**src/rtl/master_port.sv**
```systemverilog
// master_port: local-controller side of a bit-serial bus master.
// A transaction is requested with a one-cycle start pulse. The block then asks the
// arbiter for the bus and shifts the address out LSB first. For a write it then
// shifts the write data out and waits for the slave acknowledge. For a read it
// collects DATA_W qualified serial bits from the slave.
// Waiting for a slave response is bounded by TIMEOUT cycles. Losing the grant
// mid-transfer aborts the transaction. Either case ends in DONE with err set.
// All outputs are decoded from registered state, so none of them has a
// combinational path from an input.

module master_port #(
  parameter int ADDR_W  = 12,
  parameter int DATA_W  = 8,
  parameter int TIMEOUT = 16
) (
  input  logic              clk,
  input  logic              rst_n,
  input  logic              start,
  input  logic              mode,
  input  logic [ADDR_W-1:0] addr,
  input  logic [DATA_W-1:0] wdata,
  output logic [DATA_W-1:0] rdata,
  output logic              busy,
  output logic              done,
  output logic              err,
  output logic              bus_req,
  input  logic              bus_grant,
  output logic              m_dout,
  output logic              m_valid,
  output logic              m_mode,
  input  logic              s_din,
  input  logic              s_valid,
  input  logic              s_ack
);

  // The bit counter is shared by the address, write-data and read-data phases,
  // so it is sized for the wider of the two fields.
  localparam int MAX_W  = (ADDR_W > DATA_W) ? ADDR_W : DATA_W;
  localparam int CNT_W  = $clog2(MAX_W + 1);
  localparam int WAIT_W = $clog2(TIMEOUT + 1);

  localparam logic [CNT_W-1:0]  ADDR_LAST = CNT_W'(ADDR_W - 1);
  localparam logic [CNT_W-1:0]  DATA_LAST = CNT_W'(DATA_W - 1);
  localparam logic [WAIT_W-1:0] WAIT_LAST = WAIT_W'(TIMEOUT - 1);

  typedef enum logic [2:0] {
    IDLE,
    REQ,
    ADDR,
    WDATA,
    WACK,
    RWAIT,
    DONE
  } state_t;

  state_t              state_q, state_d;
  logic [CNT_W-1:0]    cnt_q, cnt_d;
  logic [WAIT_W-1:0]   wait_q, wait_d;
  logic                mode_q, mode_d;
  logic [ADDR_W-1:0]   addr_q, addr_d;
  logic [DATA_W-1:0]   wdata_q, wdata_d;
  logic [DATA_W-1:0]   rdata_q, rdata_d;
  logic                err_q, err_d;

  // State and datapath registers with synchronous active-low reset.
  always_ff @(posedge clk) begin
    if (!rst_n) begin
      state_q <= IDLE;
      cnt_q   <= '0;
      wait_q  <= '0;
      mode_q  <= 1'b0;
      addr_q  <= '0;
      wdata_q <= '0;
      rdata_q <= '0;
      err_q   <= 1'b0;
    end else begin
      state_q <= state_d;
      cnt_q   <= cnt_d;
      wait_q  <= wait_d;
      mode_q  <= mode_d;
      addr_q  <= addr_d;
      wdata_q <= wdata_d;
      rdata_q <= rdata_d;
      err_q   <= err_d;
    end
  end

  // Next-state logic: sequencing, bit/wait counting, read-data capture and error flag.
  always_comb begin
    state_d = state_q;
    cnt_d   = cnt_q;
    wait_d  = wait_q;
    mode_d  = mode_q;
    addr_d  = addr_q;
    wdata_d = wdata_q;
    rdata_d = rdata_q;
    err_d   = err_q;

    case (state_q)
      IDLE: begin
        if (start) begin
          mode_d  = mode;
          addr_d  = addr;
          wdata_d = wdata;
          err_d   = 1'b0;
          cnt_d   = '0;
          wait_d  = '0;
          state_d = REQ;
        end
      end

      REQ: begin
        if (bus_grant) begin
          cnt_d   = '0;
          state_d = ADDR;
        end
      end

      ADDR: begin
        if (!bus_grant) begin
          err_d   = 1'b1;
          state_d = DONE;
        end else if (cnt_q == ADDR_LAST) begin
          cnt_d   = '0;
          wait_d  = '0;
          state_d = mode_q ? WDATA : RWAIT;
        end else begin
          cnt_d = cnt_q + 1'b1;
        end
      end

      WDATA: begin
        if (!bus_grant) begin
          err_d   = 1'b1;
          state_d = DONE;
        end else if (cnt_q == DATA_LAST) begin
          cnt_d   = '0;
          wait_d  = '0;
          state_d = WACK;
        end else begin
          cnt_d = cnt_q + 1'b1;
        end
      end

      WACK: begin
        if (!bus_grant) begin
          err_d   = 1'b1;
          state_d = DONE;
        end else if (s_ack) begin
          err_d   = 1'b0;
          state_d = DONE;
        end else if (wait_q == WAIT_LAST) begin
          err_d   = 1'b1;
          state_d = DONE;
        end else begin
          wait_d = wait_q + 1'b1;
        end
      end

      RWAIT: begin
        if (!bus_grant) begin
          err_d   = 1'b1;
          state_d = DONE;
        end else if (s_valid) begin
          for (int i = 0; i < DATA_W; i++) begin
            if (cnt_q == CNT_W'(i)) begin
              rdata_d[i] = s_din;
            end
          end
          wait_d = '0;
          if (cnt_q == DATA_LAST) begin
            cnt_d   = '0;
            err_d   = 1'b0;
            state_d = DONE;
          end else begin
            cnt_d = cnt_q + 1'b1;
          end
        end else if (wait_q == WAIT_LAST) begin
          err_d   = 1'b1;
          state_d = DONE;
        end else begin
          wait_d = wait_q + 1'b1;
        end
      end

      DONE: begin
        state_d = IDLE;
      end

      default: begin
        state_d = IDLE;
      end
    endcase
  end

  // Output decode: bus request, serial output mux and status, all from registered state.
  always_comb begin
    busy    = (state_q != IDLE);
    done    = (state_q == DONE);
    bus_req = (state_q == REQ) || (state_q == ADDR) || (state_q == WDATA) ||
              (state_q == WACK) || (state_q == RWAIT);
    m_valid = 1'b0;
    m_dout  = 1'b0;
    case (state_q)
      ADDR: begin
        m_valid = 1'b1;
        for (int i = 0; i < ADDR_W; i++) begin
          if (cnt_q == CNT_W'(i)) begin
            m_dout = addr_q[i];
          end
        end
      end
      WDATA: begin
        m_valid = 1'b1;
        for (int i = 0; i < DATA_W; i++) begin
          if (cnt_q == CNT_W'(i)) begin
            m_dout = wdata_q[i];
          end
        end
      end
      default: begin
        m_valid = 1'b0;
        m_dout  = 1'b0;
      end
    endcase
  end

  assign rdata  = rdata_q;
  assign err    = err_q;
  assign m_mode = mode_q;

endmodule
```
**config.mk**
```make
export PLATFORM = sky130hd
export DESIGN_NAME = master_port
export DESIGN_NICKNAME = d
export VERILOG_FILES = /design/src/rtl/master_port.sv
export SDC_FILE = /design/constraint.sdc
export NUM_CORES = 1
export LEC_CHECK = 0
export BUFFER_PORTS_ARGS = -buffer_cell sky130_fd_sc_hd__buf_2
export CORE_AREA = 2 2 62 122
export CTS_CLUSTER_DIAMETER = 100
export DETAILED_ROUTE_END_ITERATION = 12
export DIE_AREA = 0 0 64 124
export PLACE_DENSITY = 0.55
export SKIP_CTS_REPAIR_TIMING = 1
export SLEW_MARGIN = 10
export SYNTH_ARGS = -nofsm -noshare
export SYNTH_HDL_FRONTEND = slang
export SYNTH_SLANG_ARGS = --single-unit
```
**constraint.sdc**
```tcl
create_clock -name clk -period 3.4 [get_ports clk]
set_clock_uncertainty 0.05 [all_clocks]
set_input_delay 0 -clock clk [delete_from_list [all_inputs] [get_ports clk]]
set_output_delay 0 -clock clk [all_outputs]
set_load 0.05 [all_outputs]
```
* Yosys cells after proc, flatten, opt, wreduce, memory -nomap -nowiden *
Cells that the tools add are included.

word-level totals
  RAM bits = 0
  input bits = 28
  bits in latches = 0
  bits in read-only memories = 0
  memories kept = 0
  register bits after elaboration = 42
  logic and storage cells = 138

operators by class
  eq/ne operators = 32
  reduce and logical (&&, ||, !) cells = 24
  magnitude comparators = 0
  add/subtract/negate cells = 2
  mux-type cells = 65
  div/mod/pow operators = 0
  multiply operators = 0
  bitwise logic cells = 0
  shifts and indexed selects = 0

operators with widths
  cell                   count
  $mux W5                10
  $mux W3                13
  $reduce_and A4 Y1      9
  $mux W4                8
  $mux W1                29
  $pmux W5 S5            1
  $pmux W4 S5            1
  $ne A2 B2 Y1 const B   9
  $pmux W3 S6            1
  $eq A4 B3 Y1 const B   4
  $eq A4 B4 Y1 const B   4
  $reduce_bool A5 Y1     2
  $eq A3 B3 Y1 const B   3
  $reduce_and A9 Y1      1
  $eq A4 B2 Y1 const B   2
  $reduce_and A7 Y1      1
  $eq A3 B2 Y1 const B   2
  $ne A3 B2 Y1 const B   2
  $add A5 B1 Y5 const B  1
  $eq A5 B4 Y1 const B   1
  $reduce_and A5 Y1      1
  $add A4 B1 Y4 const B  1
  $eq A4 B1 Y1 const B   1
  $logic_not A4 Y1       1
  other kinds (11)       15

* Longest topological paths before layout *
  depth after elaboration = 14
  gate-level depth with buffers = 8

* Worst setup path after synthesis *
No wires, ideal clock.

  path kind = flip-flop to output port
  start = register cnt_q[0]
  end = output port m_dout
  arrival time = 1.949 ns
  stages on the path, launching flop included = 9
  path buffers = 1
  required time = 3.350 ns
  setup slack = 1.401 ns
  cell sequence = dfxtp_1 -> inv_1 -> ha_1 -> clkbuf_1 -> a22o_1 -> or3_1 -> a21oi_1 -> o41ai_1 -> a211o_1

between the ends
  cells in the longest elaborated chain, start to end = 14
  elaborated cells on any way between the ends = 33

RTL lines
  item                    RTL line  text
  from (decl)             57        logic [CNT_W-1:0] cnt_q, cnt_d;
  from (signal assigned)  78        cnt_q <= cnt_d;
  $logic_not A4 Y1        208, 216
  $mux W1 (12 in a row)   208       if (cnt_q == CNT_W'(i)) begin
  $pmux W1 S2 (*)         204       case (state_q)
  to (decl)               28        output logic m_dout,

Mark *: on every way between the ends. The rest lies on a longest branch, timed or not.

* Worst setup path in the final report *
  start = register cnt_q[1]
  end = output port m_dout

Same word-level chain as after synthesis.

==> out/results.txt <==
clock sinks -> 42
final hold slack -> -0.01461 ns
RSZ-0062 raised after global routing -> no
Multi-input gate area -> 1395 µm²
CP Data Arrival Time -> 2.47 ns
Final Non-Filler Cells -> 455
layout cells sized above 1 -> 0.1808
final hold vios -> 8
Root Driver -> clkbuf_16
CTS Buf Count -> 5
Buf/Inv on CP -> 2
synthesized area per cell -> 7.535 µm²
Max FO, Critical Path -> 15
worst-margin pin slew -> 0.7930 ns
register area share after synthesis -> 0.3565
commonest non-fill, non-tap cell in the layout -> nand2_1
DRC errors left -> 0
critical setup path kind -> reg -> out
WL per Instance -> 13.98 µm
Core Area -> 6940 µm²
Syn Std Cell Area -> 2359 µm²
CP Launch Type -> register
CP Cell Sequence -> inv_1, ha_1, a21oi_1, o21ai_0, a41oi_1, a2111oi_0, a211o_1, buf_2
HP Class -> in -> reg
crit-path leading delay family -> compound AO/OA/AOI/OAI gates
Final HPWL DP -> 4.466 mm
first-pass GRT wire length -> 10.36 mm
Synth Register Bits -> 42
nets -> 397
failing checks -> negative hold slack
WP data required -> 3.35 ns
CTS tree -> yes
remaining global-route overflow -> 0
Placer Congestion -> 0.8327
gr usage total -> 0.1670
slowest stage cell, crit path -> ha_1
area of placed instances -> 2604 µm²
FF-to-FF End -> rdata[3]$_SDFFE_PN0P_
Top Layer Used -> met4
DR WL met2 -> 3.543 mm
die area -> 7936 µm²
Max-Slew Margin vs Limit -> 0.4669
worst hold start -> s_din
MaxCap Viol Count -> 0
Final Cell Area -> 2987 µm²
Clock Tree Buf Depth -> 2
total number of H-tree levels -> 2
pwr/cell area -> 612.2 nW/µm²
Top Ports -> 43
Most used DFF post-synth -> dfxtp_1
Layout fillers -> 718
Gate Count Post-Synth -> 313
Clk Latency, worst-skew pair -> 0.28 ns
IO buf count -> 42
CP endpoint kind -> primary output
Placed Cells -> 425
largest net degree at the start of global routing -> 38
Leak -> 0.001093 µW
die height -> 124 µm
Final Slew Violations -> 0
Clk pin slew, worst setup/hold paths -> 0.06 ns
reg2reg start -> state_q[0]$_SDFFE_PN0P_
Vias -> 2342
DR WL met3 -> 226 µm
Syn-to-layout area delta -> 26.63%
post-synth net total -> 346
Hold Path End -> rdata[2]$_SDFFE_PN0P_
commonest non-fill, non-tap cells in the layout -> 78 x nand2_1, 47 x a21oi_1, 42 x dfxtp_1, 42 x buf_2, 22 x dlygate4sd3_1
post-synthesis async set-or-reset flop share -> 0
vias in the first global route -> 2185
final setup margin -> 0.8837 ns
final wirelength -> 6.362 mm
Die X -> 64 µm
routed vias/inst -> 5.147
fin crit period -> 2.516 ns
initial antenna violation count -> 0
wire length on met1 -> 2.449 mm
Final Setup Violations -> 0
Row Count -> 43
drt first-iter violations -> 174
Pre-antenna DRT Iters -> 6
number of flops mapped to enable cells by yosys -> 0
unique cell type count in the Yosys netlist -> 56
Worst R2R Setup Slack -> 1.19 ns
Worst Reg2Reg Path Length in Cells -> 5
status -> complete, but fails checks
slowest stage delay, CP -> 0.52 ns
Hold Path Depth -> 3
initial cell density of the core -> 0.3398
Sum Neg Setup Slack -> 0 ns
Tcrit/Tclk final -> 0.7401
Max rail drop VDD -> 0.3003 mV
FMAX -> 397.4 MHz
Yosys warning total -> 0
Ant. Diodes -> 0
Final ANT Viol Nets -> 0
pre-CTS setup slack -> 1.180 ns
register area -> 840.8 µm²
[kinds of logic (layout without fill, tap and decap cells)]
group           after synthesis  count (layout)  share of synthesized area
simple gates                144             144                     0.3082
fa+ha+maj                     5               5                    0.02653
compound gates               90              90                     0.2499
mux                           1               1                   0.004774
flops                        42              42                     0.3565
buf+inv                      31              83                    0.05411
[sequential cells by signal (all words and copies together) (netlist names)]
signal	cells
state_q	3
cnt_q	4
err	1
addr_q	12
m_mode	1
wait_q	5
wdata_q	8
rdata	8
[where the power goes]
group | switching (µW) | total [µW] | internal [µW] | leakage [µW]
Sequential | 86.5 | 641 | 555 | 0.000342
Combinational | 425 | 653 | 228 | 0.000673
Clock | 187 | 534 | 347 | 0.0000781
Total | 699 | 1830 | 1130 | 0.00109
[per-stage QoR]
stage,total power [µW],utilization
5_1_grt,1939,0.4303
3_3_place_gp,1283,0.3752
3_5_place_dp,1290,0.3752
6_report,1829,0.4303
4_1_cts,1830,0.3986
2_1_floorplan,1139,-
[metal layers]
| layer | up-vias | global-route usage |
|---|---|---|
| met3 | 11 | 0.02710 |
| li1 | 1201 | - |
| met2 | 52 | 0.3249 |
| met5 | - | 0 |
| met1 | 1078 | 0.1716 |
| met4 | 0 | 0.06929 |
[worst reg2reg max path, stage by stage, from the launching register on]
cell	delay, ns
dfxtp_1	0.77
nand2b_1	0.23
nor4_2	0.74
nand2_1	0.12
nand2_1	0.09
a21oi_1	0.06
[worst max path at each step]
stage                                        from                     to  slack [ns]  depth (start not counted)
after floorplan             cnt_q[0]$_SDFFE_PN0P_                 m_dout        1.40                          8
after global placement      cnt_q[1]$_SDFFE_PN0P_                 m_dout        1.19                          8
after detailed placement  state_q[0]$_SDFFE_PN0P_  rdata[3]$_SDFFE_PN0P_        1.18                          5
after CTS                   cnt_q[1]$_SDFFE_PN0P_                 m_dout        0.87                          8
after global routing        cnt_q[1]$_SDFFE_PN0P_                 m_dout        0.64                          8
final                       cnt_q[1]$_SDFFE_PN0P_                 m_dout        0.88                          8
[Yosys cell counts, types with 3 or more instances]
cell,n,share of area
o22ai_1,3,0.0080
ha_1,5,0.027
a21oi_1,47,0.10
nor2_1,6,0.0095
nand3_1,15,0.032
o21ai_0,9,0.019
buf_2,3,0.0064
inv_1,8,0.013
nand2b_1,12,0.032
nand2_1,78,0.12
nor3_1,5,0.011
dfxtp_1,42,0.36
nand4_1,3,0.0080
clkbuf_1,16,0.025
nand3b_1,5,0.016
nor2b_1,3,0.0080
a211oi_1,3,0.0095
a31oi_1,3,0.0080
[cell type report]
type                            count  share of cell area
Tap cell                           90             0.03770
Sequential cell                    42              0.2815
Timing Repair Buffer               65              0.1466
Multi-Input combinational cell    240              0.4671
Clock buffer                        7             0.04441
Clock inverter                      1             0.01005
Inverter                           10             0.01257
No activity file was read; power rests on OpenSTA's default activity.
